### config.mk
export PLATFORM = sky130hd
export DESIGN_NAME = uart_engine_flat
export DESIGN_NICKNAME = d
export VERILOG_FILES = /design/src/rtl/uart_pkg.sv /design/src/rtl/uart_engine_if.sv /design/src/rtl/uart_fifo.sv /design/src/rtl/uart_engine.sv /design/src/flat_wrapper.sv
export SDC_FILE = /design/constraint.sdc
export NUM_CORES = 1
export LEC_CHECK = 0
export CORE_UTILIZATION = 55
export CTS_CLUSTER_DIAMETER = 40
export CTS_CLUSTER_SIZE = 12
export DETAILED_ROUTE_END_ITERATION = 8
export PLACE_DENSITY = 0.78
export SLEW_MARGIN = 20
export SYNTH_ARGS = -nofsm -noshare
export SYNTH_HDL_FRONTEND = slang
export SYNTH_SLANG_ARGS = --single-unit
export TNS_END_PERCENT = 20
### constraint.sdc
create_clock -name clk -period 9.3 [get_ports clk]
set_input_delay 0.93 -clock clk [delete_from_list [all_inputs] [get_ports clk]]
set_output_delay 0.93 -clock clk [all_outputs]
set_load 0.02 [all_outputs]
### src/rtl/uart_pkg.sv
// Shared encodings, FSM states and oversampling constants for the UART engine.
package uart_pkg;
    localparam int unsigned OVERSAMPLE   = 16;
    localparam int unsigned START_SAMPLE = 7;
    localparam int unsigned BIT_SAMPLE   = 15;

    typedef enum logic [1:0] {
        PAR_NONE  = 2'd0,
        PAR_EVEN  = 2'd1,
        PAR_ODD   = 2'd2,
        PAR_NONE3 = 2'd3
    } parity_e;

    typedef enum logic [2:0] {
        ST_IDLE,
        ST_START,
        ST_DATA,
        ST_PARITY,
        ST_STOP
    } fsm_state_e;

    function automatic logic parity_on(input parity_e mode);
        return (mode == PAR_EVEN) || (mode == PAR_ODD);
    endfunction

    function automatic logic parity_bit(input logic [8:0] data, input parity_e mode);
        return (mode == PAR_ODD) ? ~(^data) : ^data;
    endfunction
endpackage

### src/rtl/uart_engine_if.sv
// Host-side FIFO access bundle of the UART engine.
interface uart_engine_if #(
    parameter int unsigned DATA_BITS = 8,
    parameter int unsigned FIFO_AW   = 4
);
    logic                 tx_wr_en;
    logic [DATA_BITS-1:0] tx_wr_data;
    logic                 tx_full;
    logic [FIFO_AW:0]     tx_level;
    logic                 rx_rd_en;
    logic [DATA_BITS-1:0] rx_rd_data;
    logic                 rx_empty;
    logic [FIFO_AW:0]     rx_level;

    modport master (
        output tx_wr_en, tx_wr_data, rx_rd_en,
        input  tx_full, tx_level, rx_rd_data, rx_empty, rx_level
    );
    modport slave (
        input  tx_wr_en, tx_wr_data, rx_rd_en,
        output tx_full, tx_level, rx_rd_data, rx_empty, rx_level
    );
endinterface

### src/rtl/uart_fifo.sv
// First-word-fall-through FIFO; full/empty are judged before the same-cycle push/pop.
module uart_fifo #(
    parameter int unsigned WIDTH = 8,
    parameter int unsigned AW    = 4
) (
    input  logic             clk,
    input  logic             reset,
    input  logic             wr_en,
    input  logic [WIDTH-1:0] wr_data,
    input  logic             rd_en,
    output logic [WIDTH-1:0] rd_data,
    output logic             full,
    output logic             empty,
    output logic [AW:0]      level
);
    localparam int unsigned DEPTH = 2 ** AW;

    logic [WIDTH-1:0] mem [DEPTH];
    logic [AW:0]      wptr;
    logic [AW:0]      rptr;
    logic             push;
    logic             pop;

    assign level   = wptr - rptr;
    assign full    = level[AW];
    assign empty   = (level == '0);
    assign push    = wr_en && !full;
    assign pop     = rd_en && !empty;
    assign rd_data = mem[rptr[AW-1:0]];

    // Storage is cleared so rd_data reads zero straight out of reset.
    always_ff @(posedge clk) begin
        if (reset) begin
            wptr <= '0;
            rptr <= '0;
            for (int unsigned i = 0; i < DEPTH; i++) mem[i[AW-1:0]] <= '0;
        end else begin
            if (push) begin
                mem[wptr[AW-1:0]] <= wr_data;
                wptr              <= wptr + 1'b1;
            end
            if (pop) rptr <= rptr + 1'b1;
        end
    end
endmodule

### src/rtl/uart_engine.sv
// UART engine: baud tick generator, TX/RX FIFOs and 16x oversampled TX/RX framers.
module uart_engine #(
    parameter int unsigned DATA_BITS  = 8,
    parameter int unsigned FIFO_AW    = 4,
    parameter int unsigned OVERSAMPLE = uart_pkg::OVERSAMPLE
) (
    input  logic         clk,
    input  logic         reset,
    input  logic [15:0]  divisor,
    input  logic [1:0]   parity_mode,
    input  logic         stop2,
    input  logic         rx_pin,
    output logic         tx_pin,
    output logic         tx_busy,
    output logic [2:0]   err_status,
    input  logic         err_clr,
    uart_engine_if.slave bus
);
    import uart_pkg::*;

    localparam int unsigned    TW        = $clog2(OVERSAMPLE);
    localparam logic [TW-1:0]  T_LAST    = TW'(OVERSAMPLE - 1);
    localparam logic [TW-1:0]  T_START   = TW'(START_SAMPLE);
    localparam logic [TW-1:0]  T_BIT     = TW'(BIT_SAMPLE);
    localparam logic [3:0]     LAST_DATA = 4'(DATA_BITS - 1);

    logic [15:0] baud_cnt;
    logic        tick;

    // '>=' lets a divisor reduced mid-count take effect without a counter wrap-around.
    assign tick = (baud_cnt >= divisor);

    always_ff @(posedge clk) begin
        if (reset) baud_cnt <= '0;
        else       baud_cnt <= tick ? '0 : baud_cnt + 1'b1;
    end

    // ---------------- transmitter ----------------
    fsm_state_e           tx_state, tx_next;
    logic [TW-1:0]        tx_tcnt;
    logic [3:0]           tx_bcnt;
    logic [DATA_BITS-1:0] tx_shift, tx_fifo_data;
    logic                 tx_par, tx_par_en, tx_stop2;
    logic                 tx_bit_end, tx_last_stop, tx_load, tx_empty;

    assign tx_bit_end   = tick && (tx_tcnt == T_LAST);
    assign tx_last_stop = (tx_state == ST_STOP) && tx_bit_end && (tx_bcnt == {3'b000, tx_stop2});

    uart_fifo #(.WIDTH(DATA_BITS), .AW(FIFO_AW)) u_tx_fifo (
        .clk(clk), .reset(reset), .wr_en(bus.tx_wr_en), .wr_data(bus.tx_wr_data),
        .rd_en(tx_load), .rd_data(tx_fifo_data), .full(bus.tx_full), .empty(tx_empty),
        .level(bus.tx_level)
    );

    always_ff @(posedge clk) begin
        if (reset) tx_state <= ST_IDLE;
        else       tx_state <= tx_next;
    end

    always_comb begin
        tx_next = tx_state;
        case (tx_state)
            ST_IDLE:   if (tick && !tx_empty) tx_next = ST_START;
            ST_START:  if (tx_bit_end) tx_next = ST_DATA;
            ST_DATA:   if (tx_bit_end && tx_bcnt == LAST_DATA) tx_next = tx_par_en ? ST_PARITY : ST_STOP;
            ST_PARITY: if (tx_bit_end) tx_next = ST_STOP;
            ST_STOP:   if (tx_last_stop) tx_next = tx_empty ? ST_IDLE : ST_START;
            default:   tx_next = ST_IDLE;
        endcase
    end

    // Loading at the end of the last stop bit gives back-to-back frames with no idle gap.
    always_comb begin
        tx_load = tick && !tx_empty && ((tx_state == ST_IDLE) || tx_last_stop);
        tx_busy = (tx_state != ST_IDLE);
        tx_pin  = 1'b1;
        case (tx_state)
            ST_START:  tx_pin = 1'b0;
            ST_DATA:   tx_pin = tx_shift[0];
            ST_PARITY: tx_pin = tx_par;
            default:   tx_pin = 1'b1;
        endcase
    end

    always_ff @(posedge clk) begin
        if (reset) begin
            tx_tcnt   <= '0;
            tx_bcnt   <= '0;
            tx_shift  <= '0;
            tx_par    <= 1'b0;
            tx_par_en <= 1'b0;
            tx_stop2  <= 1'b0;
        end else if (tx_load) begin
            tx_tcnt   <= '0;
            tx_bcnt   <= '0;
            tx_shift  <= tx_fifo_data;
            tx_par    <= parity_bit(9'(tx_fifo_data), parity_e'(parity_mode));
            tx_par_en <= parity_on(parity_e'(parity_mode));
            tx_stop2  <= stop2;
        end else if (tick && tx_state != ST_IDLE) begin
            tx_tcnt <= tx_bit_end ? '0 : tx_tcnt + 1'b1;
            if (tx_bit_end) begin
                tx_bcnt <= (tx_next != tx_state) ? '0 : tx_bcnt + 1'b1;
                if (tx_state == ST_DATA) tx_shift <= tx_shift >> 1;
            end
        end
    end

    // ---------------- receiver ----------------
    fsm_state_e           rx_state, rx_next;
    logic [1:0]           rx_sync;
    logic                 rx_prev, rxs, rx_fall;
    logic [TW-1:0]        rx_tcnt;
    logic [3:0]           rx_bcnt;
    logic [DATA_BITS-1:0] rx_shift;
    logic                 rx_par_bit, rx_samp, rx_push, rx_full;
    parity_e              rx_mode;
    logic                 ovr_set, par_set, frm_set;
    logic [2:0]           err_q;

    assign rxs        = rx_sync[1];
    assign rx_fall    = rx_prev && !rxs;
    assign rx_samp    = tick && (((rx_state == ST_START) && (rx_tcnt == T_START)) ||
                                 ((rx_state inside {ST_DATA, ST_PARITY, ST_STOP}) && (rx_tcnt == T_BIT)));
    assign err_status = err_q;

    uart_fifo #(.WIDTH(DATA_BITS), .AW(FIFO_AW)) u_rx_fifo (
        .clk(clk), .reset(reset), .wr_en(rx_push), .wr_data(rx_shift),
        .rd_en(bus.rx_rd_en), .rd_data(bus.rx_rd_data), .full(rx_full), .empty(bus.rx_empty),
        .level(bus.rx_level)
    );

    always_ff @(posedge clk) begin
        if (reset) rx_state <= ST_IDLE;
        else       rx_state <= rx_next;
    end

    always_comb begin
        rx_next = rx_state;
        case (rx_state)
            ST_IDLE:   if (rx_fall) rx_next = ST_START;
            ST_START:  if (rx_samp) rx_next = rxs ? ST_IDLE : ST_DATA;
            ST_DATA:   if (rx_samp && rx_bcnt == LAST_DATA) rx_next = parity_on(rx_mode) ? ST_PARITY : ST_STOP;
            ST_PARITY: if (rx_samp) rx_next = ST_STOP;
            ST_STOP:   if (rx_samp) rx_next = ST_IDLE;
            default:   rx_next = ST_IDLE;
        endcase
    end

    always_comb begin
        rx_push = rx_samp && (rx_state == ST_STOP);
        frm_set = rx_push && !rxs;
        par_set = rx_push && parity_on(rx_mode) && (rx_par_bit != parity_bit(9'(rx_shift), rx_mode));
        ovr_set = rx_push && rx_full;
    end

    // Sticky flags: a set in the same cycle as err_clr survives the clear.
    always_ff @(posedge clk) begin
        if (reset) begin
            rx_sync    <= 2'b11;
            rx_prev    <= 1'b1;
            rx_tcnt    <= '0;
            rx_bcnt    <= '0;
            rx_shift   <= '0;
            rx_par_bit <= 1'b0;
            rx_mode    <= PAR_NONE;
            err_q      <= '0;
        end else begin
            rx_sync <= {rx_sync[0], rx_pin};
            rx_prev <= rxs;
            err_q   <= (err_q & ~{3{err_clr}}) | {ovr_set, par_set, frm_set};
            if (rx_state == ST_IDLE) begin
                rx_tcnt <= '0;
                rx_bcnt <= '0;
                if (rx_fall) rx_mode <= parity_e'(parity_mode);
            end else if (tick) begin
                rx_tcnt <= rx_samp ? '0 : rx_tcnt + 1'b1;
                if (rx_samp && rx_state == ST_DATA) begin
                    rx_shift <= {rxs, rx_shift[DATA_BITS-1:1]};
                    rx_bcnt  <= rx_bcnt + 1'b1;
                end
                if (rx_samp && rx_state == ST_PARITY) rx_par_bit <= rxs;
            end
        end
    end
endmodule

### src/flat_wrapper.sv
// flat-port wrapper written by rule: the top's interface ports become plain ports
module uart_engine_flat import uart_pkg::*;
#(
    parameter int unsigned DATA_BITS  = 8,
    parameter int unsigned FIFO_AW    = 4,
    parameter int unsigned OVERSAMPLE = uart_pkg::OVERSAMPLE
)
  (clk, reset, divisor, parity_mode, stop2, rx_pin, tx_pin, tx_busy, err_status, err_clr, bus_tx_wr_en, bus_tx_wr_data, bus_rx_rd_en, bus_tx_full, bus_tx_level, bus_rx_rd_data, bus_rx_empty, bus_rx_level);
  uart_engine_if #(.DATA_BITS(DATA_BITS), .FIFO_AW(FIFO_AW)) bus_i ();
  input  logic clk;
  input  logic reset;
  input  logic [15:0] divisor;
  input  logic [1:0] parity_mode;
  input  logic stop2;
  input  logic rx_pin;
  output logic tx_pin;
  output logic tx_busy;
  output logic [2:0] err_status;
  input  logic err_clr;
  input wire logic [$bits(bus_i.tx_wr_en)-1:0] bus_tx_wr_en;
  input wire logic [$bits(bus_i.tx_wr_data)-1:0] bus_tx_wr_data;
  input wire logic [$bits(bus_i.rx_rd_en)-1:0] bus_rx_rd_en;
  output wire logic [$bits(bus_i.tx_full)-1:0] bus_tx_full;
  output wire logic [$bits(bus_i.tx_level)-1:0] bus_tx_level;
  output wire logic [$bits(bus_i.rx_rd_data)-1:0] bus_rx_rd_data;
  output wire logic [$bits(bus_i.rx_empty)-1:0] bus_rx_empty;
  output wire logic [$bits(bus_i.rx_level)-1:0] bus_rx_level;
  assign bus_i.tx_wr_en = bus_tx_wr_en;
  assign bus_i.tx_wr_data = bus_tx_wr_data;
  assign bus_i.rx_rd_en = bus_rx_rd_en;
  assign bus_tx_full = bus_i.tx_full;
  assign bus_tx_level = bus_i.tx_level;
  assign bus_rx_rd_data = bus_i.rx_rd_data;
  assign bus_rx_empty = bus_i.rx_empty;
  assign bus_rx_level = bus_i.rx_level;
  uart_engine #(.DATA_BITS(DATA_BITS), .FIFO_AW(FIFO_AW), .OVERSAMPLE(OVERSAMPLE)) u_core (.clk(clk), .reset(reset), .divisor(divisor), .parity_mode(parity_mode), .stop2(stop2), .rx_pin(rx_pin), .tx_pin(tx_pin), .tx_busy(tx_busy), .err_status(err_status), .err_clr(err_clr), .bus(bus_i));
endmodule
==> impl_summary.log, run 1 <==
INFO  metric run_status = complete, no violations
INFO  metric finish.net_count = 1,437
INFO  metric grt_pass1_wl = 58.8 mm
INFO  metric synth-edff-count = 256
INFO  metric antenna_found_initial = 0
INFO  metric max_cap_viol_count = 0
INFO  metric report.final.setup_viol = 0
INFO  metric placed_cells_incl_taps = 1,702
INFO  metric route.detailed.drc = 0
INFO  metric powerDensity = 217 mW/mm^2
INFO  metric hold_path.startpoint = u_core.rx_sync[0]
INFO  metric finalWeightedCongestion = 0.863
INFO  metric initialDrtViolationCount = 1,156
INFO  metric internal_power = 3090 uW
INFO  metric fmax = 241 MHz
INFO  metric arrival = 3.21 ns
INFO  metric layoutNonFillerInstCount = 1,788
INFO  metric register_area = 0.00957 mm^2
INFO  metric clock-root-buffer = clkbuf_16
INFO  metric finish.instance_area = 0.0190 mm^2
INFO  metric route.detailed.wl_per_inst = 20.9 um
INFO  metric tns = 0 ns
INFO  metric path_clk_slew = 0.05 ns
INFO  metric clk_latency = 0.55 ns
INFO  metric power.combinational.fraction = 13.5%
INFO  metric place.detailed.hpwl = 24.6 mm
INFO  metric cts_sinks = 350
INFO  metric postSynthNetCount = 1,397
INFO  metric post_synth.cell_area_avg = 12.5 um^2
INFO  metric yosys_register_bits = 350
INFO  metric drtAntennaViolNets = 0
INFO  metric initial_utilization = 55.9%
INFO  metric final_period_demand_of_the_worst_path = 4.14 ns
INFO  metric clk_path_buf_depth = 3
INFO  metric vias = 10,800
INFO  metric cellLeakagePower = 0.00684 uW
INFO  metric switching_part_of_the_total = 25.0%
INFO  metric cts_buffers = 47
INFO  metric sequentialPowerShare = 42.6%
INFO  metric placeable_core_region = 0.0296 mm^2
INFO  metric clockPowerShare = 43.9%
INFO  metric fin_crit_sh = 44.5%
INFO  metric io-pin-count = 58
INFO  metric power.switching = 1030 uW
INFO  metric die-height = 176 um
INFO  metric mappedNetlistArea = 0.0166 mm^2
INFO  metric io_buffer_count = 57
INFO  metric r2r_setup_slack = 5.54 ns
INFO  metric grt_start_max_net_pins = 66
INFO  metric yosys.cell_types.count = 55
INFO  metric detail_route.vias_per_cell = 6.02
INFO  metric fp.dieArea = 0.0308 mm^2
INFO  metric finalWirelength = 37.4 mm
INFO  metric worst-r2r-cell-count = 11
INFO  metric cts-htree-levels = 2
INFO  metric vias_in_the_first_global_route = 10,600
INFO  metric fillers = 2,142
INFO  metric worstPathRequired = 8.37 ns
INFO  metric reg_to_reg_startpoint = u_core.u_rx_fifo.wptr[0]
INFO  metric netlist.top_cell.by_area = edfxtp_1
INFO  metric rows = 63
INFO  metric first_pass_iters = 5
INFO  metric grt_use_total = 24.9%
INFO  metric rsz0062_at_grt = no
INFO  metric regToRegEndpoint = u_core.u_rx_fifo.mem[1][0]
INFO  metric worstHoldPathType = flop to flop
INFO  metric layout-area-overhead-vs-synth = 14.5%
INFO  metric antenna-diode-count = 0
INFO  metric postLayoutSetupSlackWorst = 5.16 ns
INFO  metric critPathMaxFanout = 5
INFO  metric post-place-ws = 4.98 ns
INFO  metric postSynthCellCount = 1,321
INFO  metric whs_path_depth = 1
INFO  metric combined_area_of_the_multi_input_logic_cells = 0.00648 mm^2
INFO  metric hold_path_end = u_core.rx_sync[1]
INFO  metric critical_path.endpoint_type = output port
INFO  metric grt.overflow.total = 0
INFO  metric post_cts_buffers = 0
INFO  metric yosys_warnings = 0
INFO  metric finClkSkew = 0.0180 ns
INFO  metric criticalPathCategory = flop to output port
INFO  metric post_cts_resized = 0
INFO  metric worst_pin_slew = 0.981 ns
INFO  metric cts_hold_buf = 0
INFO  metric async_reset_ff_share = 0%
INFO  metric worstSetupStartpointType = flop
INFO  metric ir_drop = 0.169 mV
INFO  metric synth_top_cells_by_area = edfxtp_1 (46%), dfxtp_1 (11%), mux4_2 (9.4%)
INFO  metric post_dp_cell_area = 0.0174 mm^2
INFO  metric total_count_of_hold_check_failures_in_the_final_report = 0
INFO  metric postSynth.topFlopCell = edfxtp_1
INFO  metric timing.max_slew.rel_slack = 34.6%
INFO  metric die-width = 176 um
INFO  metric netlist.area_leader.share = 46.4%
INFO  metric cts_tree = yes
INFO  metric final-max-slew-violation-count = 0
INFO  metric seq_area_frac_synth = 57.8%
INFO  metric post_route_cells_drive_above_1_share = 13.4%
## critical path, stage by stage, from the launching register on
cell	delay (ns)
dfxtp_1	0.37
inv_1	0.13
ha_1	0.25
fa_1	0.40
inv_1	0.07
a21o_1	0.11
a21oi_1	0.07
xnor2_1	0.52
clkdlybuf4s50_1	0.75
## flip-flops by register name, indices dropped and copies added, names as in the netlist, 2 cells and up, named ones only
name / count
u_core.rx_state: 3
u_core.u_tx_fifo.rptr: 5
u_core.u_rx_fifo.rptr: 5
u_core.tx_bcnt: 4
u_core.u_rx_fifo.mem: 128
u_core.u_tx_fifo.mem: 128
u_core.u_tx_fifo.wptr: 5
u_core.tx_shift: 8
u_core.rx_sync: 2
u_core.rx_tcnt: 4
u_core.u_rx_fifo.wptr: 5
u_core.tx_state: 3
u_core.tx_tcnt: 4
u_core.rx_mode: 2
u_core.rx_shift: 8
u_core.baud_cnt: 16
u_core.rx_bcnt: 4
u_core.err_status: 3
## synth_stat cells, types with 23 or more instances
cell type / instances
ha_1: 41
inv_1: 47
mux4_2: 69
dfxtp_1: 94
nand2_1: 56
nand3_1: 29
a21o_1: 26
or2_2: 23
edfxtp_1: 256
clkbuf_1: 58
and2_1: 132
xnor2_1: 35
nor2_1: 212
## worst max path at each step
stage | to | slack, ns | cells past startpoint | start
floorplan | u_core.u_rx_fifo.mem[0][0] | 5.80 | 10 | divisor[2]
finish | bus_rx_level[4] | 5.16 | 8 | u_core.u_rx_fifo.wptr[0]
detailed placement | u_core.u_rx_fifo.mem[4][3] | 4.98 | 11 | divisor[2]
global placement | flop | 5.09 | 12 | divisor[2]
global route | bus_rx_empty | 5.01 | 6 | u_core.u_rx_fifo.wptr[2]
CTS | bus_rx_level[4] | 5.12 | 8 | u_core.u_rx_fifo.wptr[0]
## per-stage QoR
stage,hold slack (ns),util (%),power [uW]
2_1_floorplan,0.389,-,2150
3_3_place_gp,0.395,58.6,2330
3_5_place_dp,0.403,58.6,2340
4_1_cts,0.415,64.0,4130
5_1_grt,0.426,64.0,4240
6_report,0.410,64.0,4120
## cells by family (layout without fill, tap and decap cells)
| kind of cell | after synthesis | count (layout) | share of synthesized area, % |
|---|---|---|---|
| and+or+nand+nor | 546 | 546 | 16.4 |
| DFF | 350 | 350 | 57.8 |
| buffers and inverters | 123 | 200 | 3.10 |
| AOI/OAI and AO/OA | 108 | 108 | 4.53 |
| muxes | 97 | 97 | 11.8 |
| xor gates and xnor gates | 54 | 54 | 3.03 |
| adders and majority gates | 43 | 43 | 3.34 |
## final cells by class
type,instances,area share [%]
Tap cell,390,2.57
Clock buffer,56,6.60
Timing Repair Buffer,67,3.39
Sequential cell,350,50.5
Clock inverter,30,1.84
Multi-Input combinational cell,848,34.2
Inverter,47,0.930
## power by group through the flow
stage                     Sequential (uW)  Combinational (uW)  Clock, uW
after floorplan                      1770                 379          0
after global placement               1780                 545          0
after detailed placement             1790                 553          0
after CTS                            1750                 556       1820
after global routing                 1760                 595       1880
final                                1750                 555       1810
## layout by cell type (no fill, tap or decap), types with 14 or more instances in the layout
master / n
edfxtp_1: 256
clkdlybuf4s50_1: 56
a21oi_1: 21
nand2_1: 56
nor3_1: 18
nand3_1: 29
nor2_1: 212
and3_1: 14
o21ai_0: 16
ha_1: 41
xor2_1: 16
xnor2_1: 35
clkbuf_16: 48
and2_1: 132
mux4_2: 69
or2_2: 23
dfxtp_1: 92
mux2i_1: 21
a21o_1: 26
inv_1: 47
## per-layer routing
layer  track usage (%)  routed length, um  up-vias  part of all wire (%)
li1                  -                  -     4851                     -
met1              32.2              14500     5263                    39
met2              42.2              18500      545                    50
met3              4.87               3240      102                   8.7
met4              8.55               1150        0                   3.1
met5                 0                  0        -                     0
Note: power is estimated with default switching activity, not from simulation.
==> run 2: changes to the inputs <==
--- a/config.mk
+++ b/config.mk
@@ -9,7 +9,7 @@
 export CTS_CLUSTER_DIAMETER = 40
 export CTS_CLUSTER_SIZE = 12
 export DETAILED_ROUTE_END_ITERATION = 8
-export PLACE_DENSITY = 0.78
+export PLACE_DENSITY = 0.81
 export SLEW_MARGIN = 20
 export SYNTH_ARGS = -nofsm -noshare
 export SYNTH_HDL_FRONTEND = slang
==> constraint.sdc (replaced) <==
create_clock -name clk -period 3.5 [get_ports clk]
set_input_delay 0.35 -clock clk [delete_from_list [all_inputs] [get_ports clk]]
set_output_delay 0.35 -clock clk [all_outputs]
set_load 0.02 [all_outputs]
==> impl_summary.log, run 2 (synthesized netlist as in run 1, its figures left out) <==
INFO  metric finClkSkew = 0.0434 ns (+0.0255 ns)
INFO  metric post_dp_cell_area = 0.0177 mm^2 (+1.8%)
INFO  metric totalPowerFinal = 10,600 uW (+160%)
INFO  metric grt_pass1_wl = 58.0 mm (-1.4%)
INFO  metric path_clk_slew = 0.06 ns (about the same)
INFO  metric ir_drop = 0.371 mV (+120%)
INFO  metric placeable_core_region = 0.0296 mm^2 (unchanged)
INFO  metric first_pass_iters = 7 (+2)
INFO  metric final-max-slew-violation-count = 0 (unchanged)
INFO  metric mostFrequentLayoutCell = edfxtp_1
INFO  metric drtAntennaViolNets = 0 (unchanged)
INFO  metric worstHoldPathType = input pin to flop
INFO  metric final_period_demand_of_the_worst_path = 3.30 ns
INFO  metric grt_use_total = 24.5% (-0.46 points)
INFO  metric max_cap_viol_count = 0 (unchanged)
INFO  metric grt.overflow.total = 0 (unchanged)
INFO  metric arrival = 2.95 ns (-0.26 ns)
INFO  metric fin_crit_sh = 94.2%
INFO  metric detail_route.vias_per_cell = 5.98 (-0.70%)
INFO  metric grt_start_max_net_pins = 68 (+3.0%)
INFO  metric powerDensity = 557 mW/mm^2 (+160%)
INFO  metric initialDrtViolationCount = 1,358 (+17%)
INFO  metric clk_latency = 0.55 ns (about the same)
INFO  metric layout-area-overhead-vs-synth = 15.5%
INFO  metric finalWeightedCongestion = 0.863 (about the same)
INFO  metric cts_buffers = 43 (-8.5%)
INFO  metric die-width = 176 um (unchanged)
INFO  metric fillers = 2,137 (-0.23%)
INFO  metric criticalPathCategory = flop to output port
INFO  metric placed_cells_incl_taps = 1,737 (+2.1%)
INFO  metric critical_path.endpoint_type = output port
INFO  metric die-height = 176 um (unchanged)
INFO  metric hold_path.startpoint = reset
INFO  metric report.final.setup_viol = 0 (unchanged)
INFO  metric post_cts_buffers = 0 (unchanged)
INFO  metric io_buffer_count = 57 (unchanged)
INFO  metric timing.max_slew.rel_slack = 51.0% (+16 points)
INFO  metric clock-root-buffer = clkbuf_16
INFO  metric finish.instance_area = 0.0191 mm^2 (+0.84%)
INFO  metric tns = 0 ns (unchanged)
INFO  metric cts_hold_buf = 0 (unchanged)
INFO  metric route.detailed.wl_per_inst = 20.4 um (-2.8%)
INFO  metric fmax = 303 MHz
INFO  metric cts_sinks = 350 (unchanged)
INFO  metric place.detailed.hpwl = 25.4 mm (+3.3%)
INFO  metric vias_in_the_first_global_route = 10,700 (+1.2%)
INFO  metric run_status = complete, no violations
INFO  metric worstSetupStartpointType = flop
INFO  metric cts_tree = yes
INFO  metric io-pin-count = 58 (unchanged)
INFO  metric total_count_of_hold_check_failures_in_the_final_report = 0 (unchanged)
INFO  metric post_route_cells_drive_above_1_share = 14.7% (+1.3 points)
INFO  metric clk_path_buf_depth = 3 (unchanged)
INFO  metric cts-htree-levels = 2 (unchanged)
INFO  metric cellLeakagePower = 0.00699 uW (+2.2%)
INFO  metric rsz0062_at_grt = yes
INFO  metric startpoint = u_core.u_tx_fifo.wptr[0]
INFO  metric layoutNonFillerInstCount = 1,815 (+1.5%)
INFO  metric finalWirelength = 37.0 mm (-1.3%)
INFO  metric worstPathRequired = 3.15 ns (-5.22 ns)
INFO  metric route.detailed.drc = 0 (unchanged)
INFO  metric layout_common_cells = edfxtp_1 (256), nor2_1 (212), and2_1 (132), dfxtp_1 (92), mux4_2 (69)
INFO  metric finish.utilization = 64.5% (+0.54 points)
INFO  metric initial_utilization = 55.9% (unchanged)
INFO  metric reg_to_reg_startpoint = u_core.u_tx_fifo.wptr[0]
INFO  metric vias = 10,800 (+0.80%)
INFO  metric critPathMaxFanout = 7 (+2)
INFO  metric antenna_found_initial = 1 (+1)
INFO  metric fp.dieArea = 0.0308 mm^2 (unchanged)
INFO  metric finish.net_count = 1,468 (+2.2%)
INFO  metric worst_pin_slew = 0.733 ns (-0.248 ns)
INFO  metric rows = 63 (unchanged)
## run 2: cell types whose count changed in the layout (fill, tap and decap cells not counted), moves of 3 or more
cell and change:
buf_12 +4, buf_4 +31, clkbuf_1 +4, clkbuf_16 -4
clkinv_2 +3, clkinvlp_4 -5
## run 2: worst max-delay path, stage by stage (launching register included)
cell             delay [ns]
dfxtp_1                0.39
inv_1                  0.13
ha_1                   0.25
fa_1                   0.40
nor2b_1                0.12
o21ai_0                0.08
nand2b_1               0.12
xnor2_2                0.19
inv_1                  0.15
clkdlybuf4s50_1        0.56
## run 2: repair_timing
action | CTS | global route
hold endpoints to repair | 0 | 0
gates resized for setup | 1 | 1
endpoints found under the setup margin | 1 | 3
## run 2: cell type report
type	count	area [um^2]	share of cell area, %
flip-flops and latches	350	9570	50.1
multi-input cells	848	6480	33.9
clock buffers	54	1140	5.96
repair buffers	102	957	5.01
well taps	390	488	2.55
clock inverters	23	304	1.59
inverters	47	176	0.923
diodes	1	2.50	0.0131
## run 2: where the power goes
group          total [uW]  internal, uW  switching [uW]
Combinational        1530           745             789
Sequential           4670          4590            75.6
Clock                4440          2710            1740
Total               10600          8040            2600
## run 2: stage by stage
| step | hold slack, ns | setup WS, ns |
|---|---|---|
| 2_1_floorplan | 0.389 | 0.511 |
| 3_3_place_gp | 0.398 | 0.0784 |
| 3_5_place_dp | 0.405 | 0.0205 |
| 4_1_cts | 0.321 | 0.180 |
| 5_1_grt | 0.353 | -0.00423 |
| 6_report | 0.342 | 0.205 |
## run 2: path summary, 6_finish.rpt
check / cells after the start / slack (ns) / end
worst min-delay path: 2 / 0.34 / u_core.err_status[2]
worst min register to register: 1 / 0.43 / u_core.rx_sync[1]
worst max register to register: 13 / 0.27 / u_core.tx_shift[2]
worst max-delay path: 9 / 0.20 / bus_tx_level[4]
## run 2: layer usage
layer  wire, um  GRT usage (%)  vias to the layer above
met5          0              0                        -
met4       1090           8.37                        0
met1      14500           31.6                     5339
li1           -              -                     4913
met3       2860           3.74                       88
met2      18500           42.2                      507
==> run 3: changes to the inputs <==
--- a/config.mk
+++ b/config.mk
@@ -5,11 +5,11 @@
 export SDC_FILE = /design/constraint.sdc
 export NUM_CORES = 1
 export LEC_CHECK = 0
-export CORE_UTILIZATION = 55
+export CORE_UTILIZATION = 56
 export CTS_CLUSTER_DIAMETER = 40
 export CTS_CLUSTER_SIZE = 12
 export DETAILED_ROUTE_END_ITERATION = 8
-export PLACE_DENSITY = 0.81
+export PLACE_DENSITY = 0.82
 export SLEW_MARGIN = 20
 export SYNTH_ARGS = -nofsm -noshare
 export SYNTH_HDL_FRONTEND = slang
==> impl_summary.log, run 3 (synthesized netlist as in run 1, its figures left out) <==
INFO  metric route.detailed.wl_per_inst = 21.5 um (+5.6%)
INFO  metric grt_start_max_net_pins = 46 (-32%)
INFO  metric route.detailed.drc = 0 (unchanged)
INFO  metric finalWeightedCongestion = 0.879 (+1.9%)
INFO  metric grt_pass1_wl = 61.4 mm (+5.9%)
INFO  metric final-max-slew-violation-count = 0 (unchanged)
INFO  metric whs_path_depth = 2 (unchanged)
INFO  metric cellLeakagePower = 0.00703 uW (+0.53%)
INFO  metric die-height = 174 um (-0.89%)
INFO  metric total_count_of_hold_check_failures_in_the_final_report = 0 (unchanged)
INFO  metric timing.max_slew.rel_slack = 47.9% (-3.1 points)
INFO  metric finClkSkew = 0.0272 ns (-0.0163 ns)
INFO  metric rows = 62 (-1.6%)
INFO  metric fin_hold_ws = 0.274 ns (-0.0682 ns)
INFO  metric worstSetupStartpointType = flop
INFO  metric ir_drop = 0.373 mV (+0.53%)
INFO  metric cell_with_the_largest_stage_delay_on_the_worst_path = mux4_2
INFO  metric cts-htree-levels = 2 (unchanged)
INFO  metric layout_common_cells = edfxtp_1 (256), nor2_1 (212), and2_1 (132), dfxtp_1 (92), mux4_2 (69)
INFO  metric cts_sinks = 350 (unchanged)
INFO  metric place.detailed.hpwl = 25.6 mm (+0.64%)
INFO  metric postLayoutSetupSlackWorst = 0.234 ns (+0.0295 ns)
INFO  metric cpPeakStageDelay = 0.62 ns (+0.06 ns)
INFO  metric reg_to_reg_startpoint = u_core.u_tx_fifo.wptr[0]
INFO  metric worstPathRequired = 3.15 ns (about the same)
INFO  metric cts_buffers = 46 (+7.0%)
INFO  metric fillers = 2,013 (-5.8%)
INFO  metric powerDensity = 564 mW/mm^2 (+1.3%)
INFO  metric drtAntennaViolNets = 0 (unchanged)
INFO  metric first_pass_iters = 5 (-2)
INFO  metric grt_use_total = 26.5% (+2.0 points)
INFO  metric grt.overflow.total = 0 (unchanged)
INFO  metric detail_route.vias_per_cell = 6.00 (+0.33%)
INFO  metric clk_latency = 0.55 ns (about the same)
INFO  metric switching_part_of_the_total = 24.9% (+0.50 points)
INFO  metric cts_tree = yes
INFO  metric vias_in_the_first_global_route = 10,900 (+1.9%)
INFO  metric critical_path_cell_sequence = buf_12, mux4_2, mux4_2, clkdlybuf4s50_1
INFO  metric fin_crit_sh = 93.3% (-0.84 points)
INFO  metric report.final.setup_viol = 0 (unchanged)
INFO  metric hold_path.startpoint = reset
INFO  metric vias = 10,900 (+0.28%)
INFO  metric cp_top_family = multiplexers
INFO  metric max_cap_viol_count = 0 (unchanged)
INFO  metric clock-root-buffer = clkbuf_16
INFO  metric internal_power = 8120 uW (+0.96%)
INFO  metric clockPowerShare = 42.5% (+0.8 points)
INFO  metric power.switching = 2700 uW (+3.7%)
INFO  metric worst_pin_slew = 0.776 ns (+0.0427 ns)
INFO  metric antenna-diode-count = 0 (-1)
INFO  metric sequentialPowerShare = 43.2% (-0.6 points)
INFO  metric rsz0062_at_grt = no
INFO  metric hold_path_end = u_core.rx_shift[6]
INFO  metric critical_path.n_buffers_inverters = 2 (-1)
INFO  metric power.combinational.fraction = 14.3% (about the same)
INFO  metric clk_path_buf_depth = 3 (unchanged)
INFO  metric worst-r2r-cell-count = 10 (-3)
INFO  metric critical_path.endpoint_type = output port
INFO  metric cp_dominant_cell_by_count = mux4_2
INFO  metric timing.critical_path.depth = 4 (-5)
INFO  metric placeable_core_region = 0.0289 mm^2 (-2.6%)
INFO  metric arrival = 2.92 ns (-0.03 ns)
INFO  metric layoutNonFillerInstCount = 1,814 (-0.055%)
INFO  metric r2r_setup_slack = 0.33 ns (+0.06 ns)
INFO  metric run_status = complete, no violations
INFO  metric post-place-ws = -0.0118 ns (-0.0323 ns)
INFO  metric io_buffer_count = 57 (unchanged)
INFO  metric worstHoldPathType = input pin to flop
INFO  metric path_clk_slew = 0.06 ns (about the same)
INFO  metric mostFrequentLayoutCell = edfxtp_1
INFO  metric initial_utilization = 57.4% (+1.5 points)
INFO  metric final_period_demand_of_the_worst_path = 3.27 ns (-0.0295 ns)
INFO  metric antenna_found_initial = 0 (-1)
INFO  metric initialDrtViolationCount = 1,386 (+2.1%)
INFO  metric regToRegEndpoint = u_core.u_tx_fifo.mem[4][0]
INFO  metric finalWirelength = 39.0 mm (+5.5%)
INFO  metric finish.net_count = 1,469 (+0.068%)
INFO  metric io-pin-count = 58 (unchanged)
INFO  metric layout-area-overhead-vs-synth = 15.8%
INFO  metric placed_cells_incl_taps = 1,729 (-0.46%)
INFO  metric post_route_cells_drive_above_1_share = 15.2% (+0.57 points)
INFO  metric die-width = 174 um (-0.89%)
INFO  metric finish.utilization = 66.4% (+1.9 points)
INFO  metric tns = 0 ns (unchanged)
INFO  metric fmax = 306 MHz (+0.90%)
INFO  metric fp.dieArea = 0.0303 mm^2 (-1.8%)
INFO  metric critPathMaxFanout = 32 (+25)
INFO  metric criticalPathCategory = flop to output port
==> run 3: through the flow <==
step           instance area, um^2  power, uW
2_1_floorplan                16600       5720
3_3_place_gp                 17600       6230
3_5_place_dp                 17600       6280
4_1_cts                      19200      10900
5_1_grt                      19200      11100
6_report                     19200      10800
==> run 3: cell type report <==
| class | count | area, um^2 | share of cell area, % |
|---|---|---|---|
| Sequential cell | 350 | 9570 | 49.9 |
| Inverter | 47 | 176 | 0.920 |
| Clock inverter | 23 | 236 | 1.23 |
| Tap cell | 384 | 480 | 2.51 |
| Clock buffer | 62 | 1280 | 6.70 |
| Multi-Input combinational cell | 848 | 6490 | 33.9 |
| Timing Repair Buffer | 100 | 933 | 4.87 |
==> run 3: timing repair <==
action	in CTS	in global routing
setup buffers	0	0
endpoints found under the hold margin	0	0
hold buffers	0	0
endpoints found under the setup margin	0	6
resized for setup	0	4
==> run 3: power by group through the flow <==
stage | combinational (uW) | clock [uW] | sequential [uW]
finish | 1550 | 4600 | 4670
floorplan | 1010 | 0 | 4710
CTS | 1560 | 4630 | 4670
global placement | 1490 | 0 | 4740
detailed placement | 1530 | 0 | 4750
global route | 1650 | 4800 | 4680
==> run 3: worst max-delay path by stage <==
stage,to,slack [ns]
floorplan,u_core.u_rx_fifo.mem[0][0],0.51
global placement,u_core.u_rx_fifo.mem[13][5],0.08
detailed placement,u_core.u_rx_fifo.mem[12][5],-0.01
CTS,bus_rx_empty,0.06
global route,bus_tx_full,0.02
finish,bus_rx_rd_data[6],0.23
==> run 3: layer usage <==
metal,vias to the layer above,routed length (um),GRT usage [%],share of wire [%]
met3,108,3430,5.29,8.8
met4,0,1590,10.0,4.1
met2,589,19200,45.0,49
li1,4915,-,-,-
met5,-,0,0,0
met1,5265,14700,33.6,38
==> run 3: worst register-to-register path, cell delays in order, from the launching register on <==
cell and delay, ns:
dfxtp_1 0.38, inv_1 0.13, ha_1 0.25, fa_1 0.41, nor2b_1 0.11, o21ai_0 0.08
nand2b_1 0.11, xnor2_2 0.19, nand4b_1 0.35, nor2_1 0.51, or2_2 0.34
